$ cat src/rtl/bridge_pkg.sv
// Shared types and defaults for the H-bridge gate driver.
// Leg FSM encoding and the default break-before-make gap.
package bridge_pkg;

    typedef enum logic [2:0] {
        S_OFF,
        S_DT_L,
        S_LO,
        S_DT_H,
        S_HI
    } leg_state_t;

    localparam int DEAD_CYCLES_DEF = 4;
    localparam int CNT_W_DEF       = 4;

endpackage

$ cat src/rtl/bridge_leg.sv
// One half-bridge leg: break-before-make FSM with dead-time counter.
// Gate outputs are registered from the next-state decode.
module bridge_leg
    import bridge_pkg::*;
#(
    parameter int DEAD_CYCLES = DEAD_CYCLES_DEF,
    parameter int CNT_W       = CNT_W_DEF
) (
    input  logic clk,
    input  logic reset,
    input  logic run,
    input  logic tgt,
    output logic gateH,
    output logic gateL
);

    localparam logic [CNT_W-1:0] LOAD = CNT_W'(DEAD_CYCLES - 1);
    localparam logic [CNT_W-1:0] ONE  = CNT_W'(1);

    leg_state_t       state_q, state_d;
    logic [CNT_W-1:0] cnt_q, cnt_d;

    always_ff @(posedge clk or posedge reset) begin
        if (reset) begin
            state_q <= S_OFF;
            cnt_q   <= '0;
            gateH   <= 1'b0;
            gateL   <= 1'b0;
        end else begin
            state_q <= state_d;
            cnt_q   <= cnt_d;
            gateH   <= (state_d == S_HI);
            gateL   <= (state_d == S_LO);
        end
    end

    always_comb begin
        state_d = state_q;
        cnt_d   = cnt_q;
        if (!run) begin
            state_d = S_OFF;
            cnt_d   = '0;
        end else begin
            unique case (state_q)
                S_OFF: begin
                    state_d = S_DT_L;
                    cnt_d   = LOAD;
                end
                S_DT_L: begin
                    if (cnt_q == '0) state_d = S_LO;
                    else             cnt_d   = cnt_q - ONE;
                end
                S_LO: begin
                    if (tgt) begin
                        state_d = S_DT_H;
                        cnt_d   = LOAD;
                    end
                end
                // high side never turned on here, so an early drop is safe
                S_DT_H: begin
                    if (!tgt)              state_d = S_LO;
                    else if (cnt_q == '0)  state_d = S_HI;
                    else                   cnt_d   = cnt_q - ONE;
                end
                S_HI: begin
                    if (!tgt) begin
                        state_d = S_DT_L;
                        cnt_d   = LOAD;
                    end
                end
                default: begin
                    state_d = S_OFF;
                    cnt_d   = '0;
                end
            endcase
        end
    end

endmodule

$ cat src/rtl/fet_bridge_driver.sv
// Full H-bridge gate driver: target decode, fault latch, two legs.
// Fault takes effect on the same edge it is sampled.
module fet_bridge_driver
    import bridge_pkg::*;
#(
    parameter int DEAD_CYCLES = DEAD_CYCLES_DEF,
    parameter int CNT_W       = CNT_W_DEF
) (
    input  logic clk,
    input  logic reset,
    input  logic enable,
    input  logic pwmIn,
    input  logic signIn,
    input  logic faultIn,
    input  logic clearFault,
    output logic gateAH,
    output logic gateAL,
    output logic gateBH,
    output logic gateBL,
    output logic faultLatched
);

    logic tgtA, tgtB;
    logic fault_d;
    logic run;

    assign tgtA = pwmIn & ~signIn;
    assign tgtB = pwmIn & signIn;

    // legs see the latch's next value so gates drop with the fault edge
    assign fault_d = faultIn | (faultLatched & ~clearFault);
    assign run     = enable & ~fault_d;

    always_ff @(posedge clk or posedge reset) begin
        if (reset) faultLatched <= 1'b0;
        else       faultLatched <= fault_d;
    end

    bridge_leg #(
        .DEAD_CYCLES(DEAD_CYCLES),
        .CNT_W      (CNT_W)
    ) u_leg_a (
        .clk  (clk),
        .reset(reset),
        .run  (run),
        .tgt  (tgtA),
        .gateH(gateAH),
        .gateL(gateAL)
    );

    bridge_leg #(
        .DEAD_CYCLES(DEAD_CYCLES),
        .CNT_W      (CNT_W)
    ) u_leg_b (
        .clk  (clk),
        .reset(reset),
        .run  (run),
        .tgt  (tgtB),
        .gateH(gateBH),
        .gateL(gateBL)
    );

    a_leg_a: assert property (@(posedge clk) disable iff (reset)
        !(gateAH && gateAL));
    a_leg_b: assert property (@(posedge clk) disable iff (reset)
        !(gateBH && gateBL));
    a_highs: assert property (@(posedge clk) disable iff (reset)
        !(gateAH && gateBH));
    a_fault: assert property (@(posedge clk) disable iff (reset)
        !(faultLatched && (gateAH || gateAL || gateBH || gateBL)));

endmodule

$ cat config.mk
export PLATFORM = sky130hd
export DESIGN_NAME = fet_bridge_driver
export DESIGN_NICKNAME = d
export VERILOG_FILES = /design/src/rtl/bridge_pkg.sv /design/src/rtl/bridge_leg.sv /design/src/rtl/fet_bridge_driver.sv
export SDC_FILE = /design/constraint.sdc
export NUM_CORES = 1
export LEC_CHECK = 0
export ABC_AREA = 1
export ABC_CLOCK_PERIOD_IN_PS = 1400
export CORE_MARGIN = 10
export CORE_UTILIZATION = 40
export CTS_CLUSTER_SIZE = 20
export DETAILED_ROUTE_END_ITERATION = 12
export PLACE_DENSITY = 0.7
export SETUP_SLACK_MARGIN = 0.02
export SKIP_LAST_GASP = 1
export SLEW_MARGIN = 20
export SYNTH_ARGS = -nofsm -noshare
export SYNTH_HDL_FRONTEND = slang
export SYNTH_SLANG_ARGS = --single-unit
$ cat constraint.sdc
create_clock -name clk -period 1.4 [get_ports clk]
set_input_delay 0.35 -clock clk [delete_from_list [all_inputs] [get_ports clk]]
set_output_delay 0.35 -clock clk [all_outputs]
set_load 0.01 [all_outputs]
Word-level counts from Yosys, hierarchy flattened
Cells that the tools add are included.
{"block": "word_totals", "register_bits": 19, "inputBits": 7, "out_inout_bits": 5, "word_cells": 69}
{"block": "op_classes", "n_addsub": 2, "eq_ne": 18, "mux": 26, "n_bitwise": 8, "reduce_logical": 6}
{"cell": "two-way mux 4 bit", "count": 10}
{"cell": "one-hot mux 4 bit (5 select lines)", "count": 2}
{"cell": "two-way mux 3 bit", "count": 12}
{"cell": "one-hot mux 3 bit (5 select lines)", "count": 2}
{"cell": "equality test 3 x 2 -> 1 bit, second input constant", "count": 6}
{"cell": "equality test 3 bit, second input constant", "count": 4}
{"cell": "!= test 3 bit, second input constant", "count": 4}
{"cell": "logical NOT 4 bit", "count": 2}
{"cell": "subtractor 4 x 1 -> 4 bit, second input constant", "count": 2}
{"cell": "equality test 3 x 1 -> 1 bit, second input constant", "count": 2}
{"cell": "logical NOT 3 bit", "count": 2}
{"cell": "!= test 3 x 2 -> 1 bit, second input constant", "count": 2}
{"cell": "AND reduction 3 bit", "count": 2}
{"cell": "bitwise AND 1 bit", "count": 4}
{"cell": "NOT 1 bit", "count": 3}
{"cell": "OR 1 bit", "count": 1}

Longest topological paths before layout
{"block": "depth", "depth_word": 7, "depth_mapped": 8, "mapped_depth_nobuf": 8}

By module
A second synthesis with hierarchy kept.
{"block": "unflattened", "cells_unflattened": 186, "area_unflattened_um2": 1315.0}
{"mod": "bridge_leg", "n_inst": 2, "cells_per_inst": 87, "area_per_inst_um2": 620.6, "seq_area_each_um2": 225.2}
{"mod": "fet_bridge_driver", "n_inst": 1, "cells_per_inst": 12, "area_per_inst_um2": 73.8, "seq_area_each_um2": 25.0}

Worst setup path after synthesis
Ideal clock, no wire load.
{"block": "synth_timing", "path_type": "flip-flop to flip-flop", "start": "reg u_leg_b.cnt_q[0]", "end": "reg u_leg_b.cnt_q[0]", "setup_ns": 0.117, "arrival_ns": 1.122, "required_ns": 1.283, "path_slack_ns": 0.162, "stages_incl_launch_ff": 8, "path_buffers": 0, "period_less_slack_ns": 1.238, "cell_sequence": "dfrtp_1 > inv_1 > ha_1 > nand2_1 > nor2_1 > nand3_2 > nand3_1 > nand2_1"}
{"block": "synth_via", "elab_chain_len": 5, "elab_cells_between_ends": 6}
{"element": "start, declared", "line": "bridge_leg.sv:21", "rtl": "logic [CNT_W-1:0] cnt_q, cnt_d;"}
{"element": "start signal, assigned", "line": "bridge_leg.sv:31", "rtl": "cnt_q <= cnt_d;"}
{"element": "subtractor 4 x 1 -> 4 bit / logical NOT 4 bit (equally long branches)"}
{"element": "two-way mux 4 bit (*)", "line": "bridge_leg.sv:50, bridge_leg.sv:62"}
{"element": "two-way mux 4 bit", "line": "bridge_leg.sv:61", "rtl": "if (!tgt) state_d = S_LO;"}
{"element": "one-hot mux 4 bit (5 select lines) (*)", "line": "bridge_leg.sv:44", "rtl": "unique case (state_q)"}
{"element": "two-way mux 4 bit (*)", "line": "bridge_leg.sv:40", "rtl": "if (!run) begin"}
Mark *: on every way between the ends. The rest lies on a longest branch, timed or not. The select of a mux whose other input is x is not followed.
A chain may end at the register's enable or synchronous reset.

Final worst setup path
{"block": "layout_timing", "start": "reg u_leg_a.gateH", "end": "out gateAH"}
{"element": "start, declared", "line": "bridge_leg.sv:13", "rtl": "output logic gateH,"}
{"element": "start signal, assigned", "line": "bridge_leg.sv:32", "rtl": "gateH <= (state_d == S_HI);"}
{"element": "end, declared", "line": "fet_bridge_driver.sv:16", "rtl": "output logic gateAH,"}
No word-level cell between the ends.

==> impl_metrics.json <==
{
  "outcome": "finished, final reports clean",
  "fin_area_um2": 1448,
  "yosys_warnings": 0,
  "power_frac_seq_pct": 53.3,
  "synth_area_per_cell_um2": 7.706,
  "hold_buffers": 0,
  "hp-class": "in2async",
  "clock_power_share_pct": 26.3,
  "path_class": "reg2out",
  "min_period_ps": 1327,
  "ys_seq_area_share_pct": 40.86,
  "hold_violations": 0,
  "cts_root_buf": "clkbuf_4",
  "sw_frac_of_total_pct": 29.34,
  "critical_path_arrival_ps": 980,
  "initial_core_util_pct": 42.20,
  "die_area_um2": 5466,
  "antenna_found_initial": 0,
  "drc": 0,
  "cp-startpoint": "u_leg_a.gateH$_DFF_PP0_",
  "tightest_slew_ps": 263.0,
  "rows": 19,
  "io_pins": 12,
  "path_cells": "dlygate4sd2_1",
  "globalplace.congestion": 0.8070,
  "syn-cell-area_um2": 1164,
  "peakVddDrop_v": 0.0005455,
  "setup_slack_ps": 72.99,
  "p_sw_mw": 0.3191,
  "num_vias": 1051,
  "final_common_cell": "nand2_1",
  "die_w_um": 73.94,
  "comb_power_share_pct": 20.4,
  "drt_iter0_drc": 80,
  "core_area_um2": 2758,
  "critPathLaunchType": "flop",
  "dp.cells": 200,
  "grtUsageTotal_pct": 10.29,
  "worst_path_largest_cell_delay_ps": 390,
  "fp.dieH_um": 73.94,
  "wire_per_inst_um": 12.85,
  "fin_skew_ps": 4.829,
  "routed_wl_um": 2635,
  "cts_max_level": 1,
  "timing.fmax_mhz": 753.6,
  "power_density_nw_per_um2": 751.3,
  "cts-buffers-inserted": 3,
  "overflow": 0,
  "cp.buffers_inverters": 1,
  "slew_headroom_pct": 82.46,
  "cp.required_ps": 1050,
  "maxCapViolations": 0,
  "synth_nets": 162,
  "clock-sinks": 19,
  "drive_above_1_share_pct": 26.44,
  "critical_path.slowest_cell": "dfrtp_1",
  "grt_pass1_wl_um": 4574,
  "syn_inst": 151,
  "finalPower_mw": 1.088,
  "final_util_pct": 52.50,
  "cts_max_path_buffers": 2,
  "timing.rr.start": "u_leg_b.cnt_q[1]$_DFFE_PP0P_",
  "final_nets": 186,
  "final_antenna_net_count": 0,
  "layout_common_cells": "nand2_1 (38), nand3_1 (19), dfrtp_1 (19)",
  "setup_viol": 0,
  "synth-seq-cells": 19,
  "fillCellCount": 260,
  "grt_max_degree": 20,
  "cts.clk_slew.worst_paths_ps": 110,
  "worstSkewPairLatency_ps": 300,
  "cp_top_family": "flip-flops",
  "hpwl_um": 1973,
  "cts_tree": "built",
  "p_leak_nw": 0.7167,
  "antenna_cells": 0,
  "vias_per_cell": 5.127,
  "place.port_buffers": 11,
  "grt_pass1_vias": 1042,
  "firstDrtPassIters": 4,
  "rsz0062_at_grt": "no",
  "pre_cts_ws_ps": -208.2,
  "period_share_pct": 94.79,
  "slew_violations": 0,
  "instances_no_fill": 205,
  "intPower_mw": 0.7685,
  "placed_cell_area_um2": 1368,
  "cp_max_fo": 1,
  "ys_types": 25,
  "area_delta_synth_final_pct": 24.41,
  "worst_setup_path_end_kind": "output port"
}
-- power groups by stage --
stage	registers, mW	logic [mW]	clock network (mW)
final	0.580	0.221	0.286
after global routing	0.583	0.249	0.316
after CTS	0.578	0.201	0.295
after detailed placement	0.589	0.200	0
after global placement	0.588	0.194	0
after floorplan	0.587	0.130	0
-- per-stage QoR --
stage                     hold slack [ps]  setup TNS [ps]
after floorplan                     301.1               0
after global placement              456.6           -2229
after detailed placement            468.4           -2477
after CTS                           356.5               0
after global routing                365.6               0
final                               347.1               0
-- cell families (layout without fill, tap and decap cells) --
family	after synthesis	count (layout)	synth area share, %
flip-flops	19	19	40.86
AO/OA/AOI/OAI	11	11	5.699
adder cells (fa/ha/maj)	4	4	4.301
AND/OR/NAND/NOR	93	93	41.29
buffers and inverters	24	47	7.849
-- routing by layer --
metal	up-vias	wire, um	track usage (%)
li1	527	-	-
met1	497	1081	11.60
met2	23	1397	18.09
met3	4	97	2.793
met4	0	59	3.727
met5	-	0	0
-- path summary, 6_finish.rpt --
kind / endpoint / slack (ps) / depth (start not counted)
worst max-delay path: gateAH / 70 / 1
worst min-delay path: u_leg_b.gateL$_DFF_PP0_ / 350 / 3
worst max register to register: u_leg_b.cnt_q[2]$_DFFE_PP0P_ / 110 / 7
worst min register to register: u_leg_b.cnt_q[0]$_DFFE_PP0P_ / 510 / 2
max in group asynchronous: u_leg_a.gateH$_DFF_PP0_ / 840 / 3
min in group clk: u_leg_b.cnt_q[0]$_DFFE_PP0P_ / 510 / 2
-- sequential cells by signal, summed over array words and instances (netlist names) --
name             count
u_leg_b.state_q      3
u_leg_a.gateH        1
faultLatched         1
u_leg_b.cnt_q        4
u_leg_b.gateL        1
u_leg_a.state_q      3
u_leg_b.gateH        1
u_leg_a.cnt_q        4
u_leg_a.gateL        1
-- cell usage after synthesis --
master	n	share of area [%]
nand2_1	39	13
nor3_1	3	1.3
nand3_1	19	8.2
nand3b_1	1	0.65
nor2_1	12	3.9
a21oi_1	5	2.2
nor2_2	1	0.54
nand3_2	4	3.4
inv_2	5	1.6
inv_1	18	5.8
nand4_2	1	1.1
nand2_2	4	2.2
o21ai_2	1	0.75
nor2_4	3	2.9
nand2_4	1	0.97
a21oi_2	1	0.75
nand4_1	2	1.1
nand3_4	1	1.5
dfrtp_1	19	41
o211ai_1	1	0.65
o21ai_0	2	0.86
a31oi_1	1	0.54
ha_1	4	4.3
or2_2	2	1.1
buf_2	1	0.43
-- layout make-up --
cell class,count,area (um2),area share (%)
Clock buffer,4,26.28,1.815
Timing Repair Buffer,20,171.4,11.84
Multi-Input combinational cell,108,649.4,44.86
Tap cell,31,38.79,2.679
Inverter,23,86.33,5.964
Sequential cell,19,475.5,32.84
-- what timing repair did --
| action | 4_1_cts | 5_1_grt |
|---|---|---|
| setup buffers | 0 | 1 |
| cloned | 0 | 0 |
| pin swaps | 0 | 5 |
| gates resized for setup | 7 | 13 |
| endpoints found under the setup margin | 6 | 12 |
Power figures use the tool's default switching activity.
